==> src/rtl/fifox3x16_feeder_if.sv <==
// Feature-buffer read port and line-buffer write port of the 16-channel window feeder.
interface fifox3x16_feeder_if #(
    parameter int bitsize = 14,
    parameter int ADDR_W  = 16
);
    logic                  mem_rd_en;
    logic [ADDR_W-1:0]     mem_addr;
    logic [16*bitsize-1:0] mem_rd_data;
    logic [16*bitsize-1:0] pixels_out;
    logic                  wr_en;
    logic                  zero_buffering;
    logic                  ex_window_done;
    logic                  depth_window_done;

    modport master (
        output mem_rd_en, mem_addr, pixels_out, wr_en, zero_buffering, ex_window_done,
        input  mem_rd_data, depth_window_done
    );

    modport slave (
        input  mem_rd_en, mem_addr, pixels_out, wr_en, zero_buffering, ex_window_done,
        output mem_rd_data, depth_window_done
    );
endinterface

==> src/rtl/fifox3x16_feeder.sv <==
// Streams each 16-channel depth group as a zero-padded W x W raster into the line buffer,
// one position per cycle, then waits for the line buffer's depth-window handshake.
module fifox3x16_feeder #(
    parameter int bitsize = 14,
    parameter int PAD     = 1,
    parameter int ADDR_W  = 16
) (
    input  logic                 clk,
    input  logic                 rst,
    input  logic                 start,
    input  logic [6:0]           row_size,
    input  logic [5:0]           num_groups,
    input  logic [ADDR_W-1:0]    base_addr,
    output logic                 busy,
    output logic                 done,
    fifox3x16_feeder_if.master   bus
);
    typedef enum logic [2:0] {S_IDLE, S_STREAM, S_FLUSH, S_END, S_WAIT, S_DONE} state_t;

    state_t            state, state_d;
    logic [6:0]        row_q;
    logic [5:0]        groups_q;
    logic [5:0]        group_q;
    logic [ADDR_W-1:0] addr_cnt;
    logic [8:0]        r_q, c_q;
    logic              win_seen;
    logic              wr_q, pad_q;

    logic [8:0]        wdim, pad_lo, pad_hi;
    logic              is_pad, last_pos, last_group, win_ack;
    logic              rd_en, ex_done;

    assign wdim       = {2'b00, row_q} + 9'(2*PAD);
    assign pad_lo     = 9'(PAD);
    assign pad_hi     = {2'b00, row_q} + 9'(PAD);
    assign is_pad     = (r_q < pad_lo) || (r_q >= pad_hi) || (c_q < pad_lo) || (c_q >= pad_hi);
    assign last_pos   = (r_q == wdim - 9'd1) && (c_q == wdim - 9'd1);
    assign last_group = (group_q == groups_q - 6'd1);
    assign win_ack    = win_seen || bus.depth_window_done;

    // NOTE: every output of this block gets a default first, so no path leaves one unassigned and no latch is inferred.
    always_comb begin
        state_d = state;
        busy    = 1'b0;
        done    = 1'b0;
        ex_done = 1'b0;
        rd_en   = 1'b0;
        case (state)
            S_IDLE:   if (start) state_d = (num_groups == 6'd0) ? S_DONE : S_STREAM;
            S_STREAM: begin
                busy  = 1'b1;
                rd_en = !is_pad;
                if (last_pos) state_d = S_FLUSH;
            end
            S_FLUSH:  begin
                busy    = 1'b1;
                state_d = S_END;
            end
            S_END:    begin
                busy    = 1'b1;
                ex_done = 1'b1;
                state_d = S_WAIT;
            end
            S_WAIT:   begin
                busy = 1'b1;
                if (win_ack) state_d = last_group ? S_DONE : S_STREAM;
            end
            S_DONE:   begin
                done    = 1'b1;
                state_d = S_IDLE;
            end
            default:  state_d = S_IDLE;
        endcase
    end

    // NOTE: all state here uses non-blocking assignments so every register samples pre-edge values.
    always_ff @(posedge clk) begin
        if (!rst) begin
            state    <= S_IDLE;
            row_q    <= '0;
            groups_q <= '0;
            group_q  <= '0;
            addr_cnt <= '0;
            r_q      <= '0;
            c_q      <= '0;
            win_seen <= 1'b0;
            wr_q     <= 1'b0;
            pad_q    <= 1'b0;
        end else begin
            state <= state_d;

            if (state == S_IDLE && start) begin
                row_q    <= row_size;
                groups_q <= num_groups;
                addr_cnt <= base_addr;
                group_q  <= '0;
            end

            // Raster position restarts at (0,0) whenever a group begins streaming.
            if (state == S_STREAM) begin
                if (!is_pad) addr_cnt <= addr_cnt + 1'b1;
                if (c_q == wdim - 9'd1) begin
                    c_q <= '0;
                    r_q <= r_q + 9'd1;
                end else begin
                    c_q <= c_q + 9'd1;
                end
            end else begin
                r_q <= '0;
                c_q <= '0;
            end

            if (state == S_WAIT && win_ack && !last_group) group_q <= group_q + 6'd1;

            if (state == S_WAIT && win_ack)
                win_seen <= 1'b0;
            else if ((state == S_FLUSH || state == S_END || state == S_WAIT) && bus.depth_window_done)
                win_seen <= 1'b1;

            wr_q  <= (state == S_STREAM);
            pad_q <= (state == S_STREAM) && is_pad;
        end
    end

    // Read data lands one cycle after issue, aligned with the registered write strobe.
    assign bus.mem_rd_en      = rd_en;
    assign bus.mem_addr       = rd_en ? addr_cnt : '0;
    assign bus.wr_en          = wr_q;
    assign bus.zero_buffering = pad_q;
    assign bus.pixels_out     = (wr_q && !pad_q) ? bus.mem_rd_data : '0;
    assign bus.ex_window_done = ex_done;
endmodule

==> src/flat_wrapper.sv <==
// flat-port wrapper written by rule: the top's interface ports become plain ports
module fifox3x16_feeder_flat 
#(
    parameter int bitsize = 14,
    parameter int PAD     = 1,
    parameter int ADDR_W  = 16
)
  (clk, rst, start, row_size, num_groups, base_addr, busy, done, bus_mem_rd_en, bus_mem_addr, bus_pixels_out, bus_wr_en, bus_zero_buffering, bus_ex_window_done, bus_mem_rd_data, bus_depth_window_done);
  fifox3x16_feeder_if #(.bitsize(bitsize), .ADDR_W(ADDR_W)) bus_i ();
  input  logic clk;
  input  logic rst;
  input  logic start;
  input  logic [6:0] row_size;
  input  logic [5:0] num_groups;
  input  logic [ADDR_W-1:0] base_addr;
  output logic busy;
  output logic done;
  output wire logic [$bits(bus_i.mem_rd_en)-1:0] bus_mem_rd_en;
  output wire logic [$bits(bus_i.mem_addr)-1:0] bus_mem_addr;
  output wire logic [$bits(bus_i.pixels_out)-1:0] bus_pixels_out;
  output wire logic [$bits(bus_i.wr_en)-1:0] bus_wr_en;
  output wire logic [$bits(bus_i.zero_buffering)-1:0] bus_zero_buffering;
  output wire logic [$bits(bus_i.ex_window_done)-1:0] bus_ex_window_done;
  input wire logic [$bits(bus_i.mem_rd_data)-1:0] bus_mem_rd_data;
  input wire logic [$bits(bus_i.depth_window_done)-1:0] bus_depth_window_done;
  assign bus_mem_rd_en = bus_i.mem_rd_en;
  assign bus_mem_addr = bus_i.mem_addr;
  assign bus_pixels_out = bus_i.pixels_out;
  assign bus_wr_en = bus_i.wr_en;
  assign bus_zero_buffering = bus_i.zero_buffering;
  assign bus_ex_window_done = bus_i.ex_window_done;
  assign bus_i.mem_rd_data = bus_mem_rd_data;
  assign bus_i.depth_window_done = bus_depth_window_done;
  fifox3x16_feeder #(.bitsize(bitsize), .PAD(PAD), .ADDR_W(ADDR_W)) u_core (.clk(clk), .rst(rst), .start(start), .row_size(row_size), .num_groups(num_groups), .base_addr(base_addr), .busy(busy), .done(done), .bus(bus_i));
endmodule
==> config.mk <==
export PLATFORM = sky130hd
export DESIGN_NAME = fifox3x16_feeder_flat
export DESIGN_NICKNAME = d
export VERILOG_FILES = /design/src/rtl/fifox3x16_feeder_if.sv /design/src/rtl/fifox3x16_feeder.sv /design/src/flat_wrapper.sv
export SDC_FILE = /design/constraint.sdc
export NUM_CORES = 1
export LEC_CHECK = 0
export CAP_MARGIN = 20
export CORE_AREA = 2 2 195 197
export DETAILED_ROUTE_END_ITERATION = 10
export DIE_AREA = 0 0 197 199
export GPL_TIMING_DRIVEN = 0
export HOLD_SLACK_MARGIN = 0.02
export PLACE_DENSITY = 0.52
export SLEW_MARGIN = 25
export SYNTH_ARGS = -nofsm -noshare
export SYNTH_HDL_FRONTEND = slang
export SYNTH_SLANG_ARGS = --single-unit
==> constraint.sdc <==
create_clock -name clk -period 10.37 [get_ports clk]
set_input_delay 2.074 -clock clk [delete_from_list [all_inputs] [get_ports clk]]
set_output_delay 2.074 -clock clk [all_outputs]
set_load 0.005 [all_outputs]
Word-level counts from Yosys, hierarchy flattened
Index checks and enable logic that the tools add are counted.
- bitwise logic cells: 2
- eq/ne operators: 11
- reductions and logical operators: 24
- magnitude comparators: 4
- add/subtract/negate cells: 8
- multiplexer cells: 17
- operator list (kind ; number):
    2-to-1 mux 224 bit ; 1
    2-to-1 mux 16 bit ; 4
    adder 9 x 1 -> 9 bit, second input constant ; 2
    == test 9 bit ; 2
    >= comparator 9 bit ; 2
    < comparator 9 x 1 -> 1 bit, second input constant ; 2
    adder 16 x 1 -> 16 bit, second input constant ; 1
    2-to-1 mux 3 bit ; 5
    case mux 3 bit (5 select lines) ; 1
    2-to-1 mux 6 bit ; 2
    subtractor 9 x 1 -> 9 bit, second input constant ; 1
    adder 7 x 1 -> 8 bit, second input constant ; 1
    adder 7 x 2 -> 8 bit, second input constant ; 1
    logical AND 1 bit ; 7
    adder 6 x 1 -> 6 bit, second input constant ; 1
    == test 3 x 2 -> 1 bit, second input constant ; 2
    == test 3 bit, second input constant ; 2
    == test 6 bit ; 1
    logical NOT 6 bit ; 1
    logical OR 1 bit ; 6
    subtractor 6 x 1 -> 6 bit, second input constant ; 1
    2-to-1 mux 1 bit ; 4
    != test 2 x 1 -> 1 bit, second input constant ; 2
    OR reduction 4 bit ; 1
    other kinds (10) ; 13
- output and inout bits: 246
- register bits after elaboration: 59
- input bits: 257
- word-level logic and storage cells: 76

Logic depth before layout (Yosys ltp)
Gate-level depths: netlist of run 1.
- word-level depth: 8
- mapped depth: 14
- gate-level depth less buffers: 12

Least setup slack after synthesis of run 1
Ideal clock, no wire load.
- path kind: register to output
- start: reg u_core.row_q[2]
- end: out bus_mem_addr[11]
- data required time: 8296 ps
- slack: 5312 ps
- buffers on the path: 1
- stages on the path, launching flop included: 12
- data arrival time: 2984 ps
- path through: dfxtp_1 ha_1 and3_1 nand2_1 xor2_1 ha_1 a211o_1 a21oi_1 o211ai_1 nor3_1 clkbuf_1 and2_1
- cells in the longest elaborated chain, start to end: 8
- elaborated cells between the ends (all ways): 9
- those cells by class: add/sub: 1; order compare: 2; mux: 2; reduce/logical: 4
- ends and longest elaborated chain (what ; RTL line ; source):
    start: declaration ; fifox3x16_feeder.sv:21 ; logic [6:0] row_q;
    start signal: assignment ; fifox3x16_feeder.sv:93 ; row_q <= row_size;
    adder 7 x 1 -> 8 bit * ; fifox3x16_feeder.sv:35 ; assign pad_hi = {2'b00, row_q} + 9'(PAD);
    >= comparator 9 bit ; fifox3x16_feeder.sv:36 ; assign is_pad = (r_q < pad_lo) || (r_q >= pad_hi) || (c_q < pad_lo) || (c_q >= pad_hi);
    logical OR 1 bit (2 in series) ; fifox3x16_feeder.sv:36 ;
    logical OR 1 bit * ; fifox3x16_feeder.sv:36 ;
    logical NOT 1 bit * ; fifox3x16_feeder.sv:52 ; rd_en = !is_pad;
    2-to-1 mux 1 bit * ; fifox3x16_feeder.sv:48 ; case (state)
    net bus_mem_rd_en ; flat_wrapper.sv:18 ; output wire logic [$bits(bus_i.mem_rd_en)-1:0] bus_mem_rd_en;
    2-to-1 mux 16 bit * ; fifox3x16_feeder.sv:127 ; assign bus.mem_addr = rd_en ? addr_cnt : '0;
    end: declaration ; flat_wrapper.sv:19 ; output wire logic [$bits(bus_i.mem_addr)-1:0] bus_mem_addr;
The timed path passes the listed nets; every way through them passes the cells marked *.

Worst setup path after layout of run 1
- start: reg u_core.row_q[2]
- end: out bus_mem_addr[0]
- cells in the longest elaborated chain, start to end: 8
- elaborated cells between the ends (all ways): 9
- those cells by class: add/sub: 1; order compare: 2; mux: 2; reduce/logical: 4
- ends and longest elaborated chain (what ; RTL line):
    adder 7 x 1 -> 8 bit * ; fifox3x16_feeder.sv:35
    >= comparator 9 bit ; fifox3x16_feeder.sv:36
    logical OR 1 bit (2 in series) ; fifox3x16_feeder.sv:36
    logical OR 1 bit * ; fifox3x16_feeder.sv:36
    logical NOT 1 bit * ; fifox3x16_feeder.sv:52
    2-to-1 mux 1 bit * ; fifox3x16_feeder.sv:48
    2-to-1 mux 16 bit * ; fifox3x16_feeder.sv:127
Every way passes the cells marked *; elsewhere a longest branch is shown, timed or not.

==> results of run 1 <==
cell usage in the layout, fill, tap and decap left out, types with 4 or more instances in the layout:
| cell | Yosys | final |
|---|---|---|
| ha_1 | 25 | 25 |
| or2_2 | 5 | 5 |
| or4_1 | 5 | 5 |
| a31oi_1 | 15 | 15 |
| dfxtp_1 | 59 | 59 |
| nand4_1 | 4 | 4 |
| a22oi_1 | 9 | 9 |
| nor2b_1 | 6 | 6 |
| xor2_1 | 12 | 12 |
| o31ai_1 | 4 | 4 |
| nor4_1 | 9 | 9 |
| inv_1 | 15 | 15 |
| o211ai_1 | 6 | 6 |
| o21ai_0 | 14 | 14 |
| a21oi_1 | 29 | 29 |
| nand3_1 | 39 | 39 |
| nand2_1 | 60 | 60 |
| and3_1 | 9 | 9 |
| nor3_1 | 13 | 13 |
| nor2_1 | 38 | 38 |
| o21ai_1 | 4 | 4 |
| clkdlybuf4s50_1 | 0 | 502 |
| and2_1 | 246 | 246 |
| clkbuf_1 | 45 | 46 |
| clkbuf_16 | 0 | 9 |
| mux2i_1 | 4 | 4 |
| a21o_1 | 7 | 7 |
| or3_1 | 4 | 4 |
| xnor2_1 | 26 | 26 |
flip-flops by register name, indices dropped and copies added, names as in the netlist, 3 cells and up:
signal           cells
u_core.addr_cnt     16
u_core.c_q           9
u_core.group_q       6
u_core.groups_q      6
u_core.r_q           9
u_core.row_q         7
u_core.state         3
synth_stat cells, drive strengths merged, types with 12 or more instances:
cell type,n
nor2,39
nand3,39
a21oi,29
nor3,13
inv,15
xnor2,27
and2,246
o21ai,18
ha,25
dfxtp,59
clkbuf,45
nand2,61
xor2,12
a31oi,15
worst reg2reg max path, cell delays in order, from the launching register on:
cell      delay, ns
dfxtp_1        0.49
ha_1           0.33
and3_1         0.26
nand2_1        0.09
xor2_1         0.24
ha_1           0.30
a211o_1        0.29
a21oi_1        0.12
o211ai_1       0.33
nor3_1         0.94
clkbuf_1       0.40
o21ai_0        0.18
a31oi_1        0.20
stage by stage:
stage | worst slack [ns] | power, mW | util | instance area, um2
after floorplan | 5.31 | 0.383 | - | 5590
after global placement | 3.84 | 0.644 | 0.302 | 11200
after detailed placement | 3.89 | 0.643 | 0.302 | 11200
after CTS | 3.49 | 0.959 | 0.310 | 11500
after global routing | 3.13 | 0.998 | 0.310 | 11500
final | 3.44 | 0.949 | 0.310 | 11500
logic make-up (layout without fill, tap and decap cells):
group	count (synthesis)	in the layout
AOI/OAI and AO/OA	114	114
and+or+nand+nor	457	457
DFF	59	59
buffers and inverters	66	584
xor gates and xnor gates	41	41
other	0	2
muxes	6	6
adders and majority gates	25	25
path summary, 6_finish.rpt:
check	start	endpoint	slack, ns	cells past startpoint
max	u_core.row_q[2]	bus_mem_addr[0]	3.44	12
min	u_core.groups_q[5]	u_core.groups_q[5]	0.47	2
max reg2reg	u_core.row_q[2]	u_core.addr_cnt[4]	6.13	12
min reg2reg	u_core.groups_q[5]	u_core.groups_q[5]	0.47	2
final cells by class:
type	count	area share
antenna	2	0.000435
timing repair buffer	502	0.436
multi-input combinational	643	0.360
buffer	50	0.0173
sequential	59	0.103
tap	474	0.0515
inverter	16	0.00522
clock inverter	5	0.00543
clock buffer	11	0.0211
per-layer routing:
metal,GRT usage,vias to the layer above
met3,0.151,41
met4,0.0295,10
met2,0.346,389
met1,0.261,3477
met5,0,-
li1,-,3629
power by group:
part	switching (mW)	internal [mW]
Combinational	0.165	0.217
Sequential	0.0184	0.239
Clock	0.117	0.193
==> key figures, run 1 <==
Synthesis
  – Largest family of logic cells by synthesized area: simple AND/OR/NAND/NOR gates
  – Syn. warnings: 0
  – Adder and majority gate portion of the synthesized area: 0.0560
  – Yosys reg bits: 59
  – Cell count after synthesis: about 770
  – Post-Syn Area per Cell: about 7.3 um2
  – XOR/XNOR Fraction of Synth Area: 0.0706
  – Synthesized area: 0.00559 mm2
  – Fraction of registers with async set/reset: 0
  – Post-synthesis mux area share: 0.0112
  – Synth top area cells: and2_1 (28%), dfxtp_1 (21%), ha_1 (5.6%), xnor2_1 (4.1%), nand2_1 (4.0%)
  – Syn_nets: roughly 1.1k
  – Synth area leader: and2_1
  – Post-synth EDFFs: 0
  – Synth unique cells: 66
  – Post-synthesis sequential area ratio: 0.211
  – Synth top area share: 0.276
  – Simple-gate share of the synthesized area: 0.466
  – Most used DFF post-synth: dfxtp_1
  – Synth Area in Compound Gates: 0.138

Finish
  – Register area: 0.00118 mm2
  – Fill count: 4008
  – Layout area overhead: 106%
  – Share of cells above drive strength 1: 0.0280
  – Final net count: roughly 1.6k
  – Multi-input gate area: between 0.004 and 0.005 mm2
  – Non-Filler Instances: 1762

Timing
  – Hold Vio Cnt, Final: 0
  – RSZ-0062 raised after global routing: false
  – Hold WS: roughly 0.47 ns
  – Final period utilization: 0.668
  – Clock skew: between 0.01 and 0.015 ns
  – Max Slew Vio Count: 0
  – Fmax: ~140 MHz
  – Tightest Pin Transition: about 1.0 ns
  – Total negative setup slack: 0 ns
  – Slew headroom: 0.309
  – Setup-failing EPs final: 0
  – Final worst path period need: between 6 and 7 ns

Critical path
  – CP startpoint kind: register
  – Crit path buffers/inverters: 2
  – Critical Path, Cell by Cell: ha_1, and3_1, nand2_1, xor2_1, ha_1, a211o_1, a21oi_1, o211ai_1, nor3_1, clkbuf_1, and2_1, clkdlybuf4s50_1
  – Critical path's top delay family: simple AND/OR/NAND/NOR gates
  – Worst-path fanout max: 10
  – CP peak stage delay: around 0.94 ns
  – Critical path type: register to output pin
  – Critical Path AT: roughly 4.9 ns
  – CP most frequent cell: ha_1
  – Critical path's slowest cell: nor3_1
  – CP Data Required Time: between 8 and 9 ns
  – Critical Path End Type: output pin

CTS
  – Sinks on Clock Net: 59
  – H-tree depth: 3
  – Total CTS buffers: 9
  – Worst skew pair latency: between 0.3 and 0.4 ns
  – Post-CTS Resized: 0
  – Root buf cell: clkbuf_16
  – CTS tree: done
  – Clock-pin slew on the worst setup and hold paths: about 0.060 ns
  – # Post-CTS Setup Buffers: 0
  – Clock buffer depth: 2
  – Hold-fix buffers, CTS: 0

Floorplan
  – Full die area: 0.0392 mm2
  – Starting Density: 0.150
  – IO Count: 503
  – Core ar.: 0.0371 mm2
  – Die width: roughly 200 um
  – Die Ht: between 150 and 200 um
  – Cell Rows: about 70

Outcome
  – Status: finished clean

Route
  – Metal1 wirelength: between 15 and 20 mm
  – Drt total wl: 45.8 mm
  – # DRC: 0
  – First-pass DRT Iterations: 5
  – Met2 Wirelength: about 20 mm
  – Top layer in use: met5
  – Met3 wire length: ~7 mm
  – Via density: roughly 4.3
  – First DRT Iteration DRCs: 435
  – Post-DRT Antenna Nets: 0
  – Avg WL per Cell: 26.0 um
  – Via count: roughly 7.5k

Global routing
  – Pin count of the biggest net entering global routing: 12
  – Vias in the first global route: roughly 7.3k
  – Total Routing Usage GR: 0.224
  – GR Overflow Total: 0
  – First-pass GRT wire length: ~60 mm
  – Initial antenna violation count: 14

Place
  – GPL Wtd Cong: a little under 0.9
  – Buffers on Ports: 502
  – Dpl hpwl: 40.1 mm
  – DP Cell Count: around 1.7k

Power
  – Leak: 4.19 nW
  – Power per Cell Area: slightly above 80 mW/mm2
  – Peak supply drop: ~75 uV

Worst hold path
  – Worst Hold Class: register to register

Flow run
  – MaxCap Viol Count: 0
No activity file was read; power rests on OpenSTA's default activity.
==> run 2, diff against run 1 <==
CORE_AREA = 2 2 196 198   (was 2 2 195 197)
DIE_AREA = 0 0 198 200   (was 0 0 197 199)
PLACE_DENSITY = 0.53   (was 0.52)
clock period = 5.9 ns   (was 10.37 ns; I/O delays follow)
==> key figures, run 2 (synthesized netlist as in run 1, its figures left out) <==
Worst hold path
  – Worst Hold End: u_core.c_q[0]
  – Worst Hold Class: register to register
  – Hold path depth: 1
  – HP Start: u_core.c_q[0]

Finish
  – Fill count: between 4k and 5k
  – Most flop-heavy register: u_core.addr_cnt
  – Final net count: between 1.5k and 2k
  – Largest registers: u_core.addr_cnt x16, u_core.c_q x9, u_core.r_q x9
  – Layout area overhead: 108%
  – Non-Filler Instances: roughly 1.8k
  – Max reg flops: 16
  – Share of cells above drive strength 1: 0.0295
  – Commonest non-fill, non-tap cells in the layout: clkdlybuf4s50_1 (502), and2_1 (246), nand2_1 (60)
  – Final instance area: around 0.012 mm2
  – Commonest non-fill, non-tap cell in the layout: clkdlybuf4s50_1

Timing
  – Hold Vio Cnt, Final: 0
  – RSZ-0062 raised after global routing: false
  – Final worst path period need: between 5 and 6 ns
  – Total negative setup slack: 0 ns
  – Clock skew: about 0.013 ns
  – Worst Slack Setup Final: approximately 0.38 ns
  – Slew headroom: 0.432
  – Final period utilization: 0.936
  – Fmax: about 180 MHz
  – Setup-failing EPs final: 0
  – Max Slew Vio Count: 0
  – Tightest Pin Transition: about 0.85 ns

CTS
  – Clock-pin slew on the worst setup and hold paths: 0.05 ns
  – Sinks on Clock Net: 59
  – H-tree depth: 3
  – Worst skew pair latency: between 0.3 and 0.4 ns
  – Clock buffer depth: 2
  – CTS tree: done
  – Root buf cell: clkbuf_16
  – Total CTS buffers: 9

Critical path
  – Worst reg-to-reg path cell count: 13
  – Reg-to-reg slack, setup: 1.91 ns
  – Critical Path End Type: output pin
  – CP Data Required Time: 4.72 ns
  – Critical path type: register to output pin
  – Reg2reg end: u_core.addr_cnt[11]
  – Worst-path fanout max: 10
  – CP startpoint kind: register
  – RR Startpoint: u_core.row_q[2]
  – Critical Path AT: around 4.3 ns

Floorplan
  – Die Ht: ~200 um
  – Full die area: between 0.03 and 0.04 mm2
  – Core ar.: 0.0374 mm2
  – Cell Rows: roughly 70
  – Starting Density: 0.149
  – IO Count: between 500 and 600
  – Die width: between 150 and 200 um

Place
  – GPL Wtd Cong: about 0.87
  – Buffers on Ports: around 500
  – DP Cell Count: about 1.8k
  – Area post-placement: 0.0112 mm2
  – DP Worst Slack: around 0.33 ns
  – Dpl hpwl: around 36 mm

Global routing
  – GR Overflow Total: 0
  – Vias in the first global route: approximately 7.4k
  – First-pass GRT wire length: around 55 mm
  – Total Routing Usage GR: 0.200
  – Initial antenna violation count: 13
  – Pin count of the biggest net entering global routing: 12

Power
  – Overall Power: around 1.7 mW
  – Leak: about 4.2 nW
  – Power per Cell Area: roughly 150 mW/mm2
  – Peak supply drop: around 130 uV

Route
  – Via density: 4.15
  – # DRC: 0
  – Avg WL per Cell: about 23 um
  – First DRT Iteration DRCs: between 300 and 400
  – First-pass DRT Iterations: 4
  – Post-DRT Antenna Nets: 0
  – Via count: ~7.5k
  – Drt total wl: around 42 mm

Flow run
  – MaxCap Viol Count: 0

Outcome
  – Status: finished clean
## run 2: cell count changes in the layout (fill, tap and decap cells not counted), sizes merged
cell      change
bufinv        +2
inv           +1
clkinvlp      -2
diode         +7
clkbuf        -1
## run 2: how the worst max path moves through the flow
stage	startpoint	end	depth (start not counted)
6_report	u_core.row_q[2]	bus_mem_addr[14]	12
5_1_grt	u_core.row_q[2]	bus_mem_addr[13]	12
4_1_cts	u_core.row_q[2]	bus_mem_addr[15]	12
3_5_place_dp	u_core.row_q[2]	bus_mem_addr[15]	13
3_3_place_gp	u_core.row_q[2]	bus_mem_addr[15]	13
2_1_floorplan	u_core.row_q[2]	bus_mem_addr[11]	11
## run 2: worst max-delay path, cell delays in order, from the launching register on
cell	delay (ns)
dfxtp_1	0.49
ha_1	0.33
and3_1	0.28
nand2_1	0.09
xor2_1	0.23
ha_1	0.29
a211o_1	0.29
a21oi_1	0.11
o211ai_1	0.36
nor3_4	0.47
clkbuf_1	0.33
and2_1	0.19
clkdlybuf4s50_1	0.54
## run 2: metrics by stage
| step | util | hold slack [ns] |
|---|---|---|
| final | 0.311 | 0.483 |
| after global routing | 0.310 | 0.506 |
| after CTS | 0.310 | 0.492 |
| after detailed placement | 0.301 | 0.480 |
| after global placement | 0.301 | 0.466 |
| after floorplan | - | 0.441 |
## run 2: timing repair
| action | 4_1_cts | 5_1_grt |
|---|---|---|
| gates resized for setup | 1 | 3 |
| hold buffers | 0 | 0 |
| buffers inserted | 0 | 0 |
| endpoints found under the setup margin | 6 | 12 |
## run 2: area by class of cell
| class | instances | area (um2) | share of cell area |
|---|---|---|---|
| well taps | 511 | 639 | 0.0550 |
| inverters | 16 | 60.1 | 0.00517 |
| repair buffers | 502 | 5020 | 0.432 |
| clock inverters | 6 | 113 | 0.00969 |
| diodes | 9 | 22.5 | 0.00194 |
| multi-input cells | 643 | 4160 | 0.358 |
| clock buffers | 10 | 229 | 0.0197 |
| plain buffers | 50 | 200 | 0.0172 |
| flip-flops and latches | 59 | 1180 | 0.102 |
## run 2: routing by layer
metal,global-route usage,up-vias,share of wire
met2,0.342,379,0.48
li1,-,3634,-
met5,0,-,0.00064
met3,0.0632,27,0.088
met1,0.248,3446,0.42
met4,0.0384,4,0.013
## run 2: power breakdown
group          internal (mW)  switching [mW]
combinational          0.380           0.280
clock                  0.414           0.204
sequential             0.420          0.0321
total                   1.21           0.517
==> run 3, diff against run 2 <==
SLEW_MARGIN = not set   (was 25)
==> results of run 3 <==
The final DEF is identical to that of run 2; final timing and power are the same.
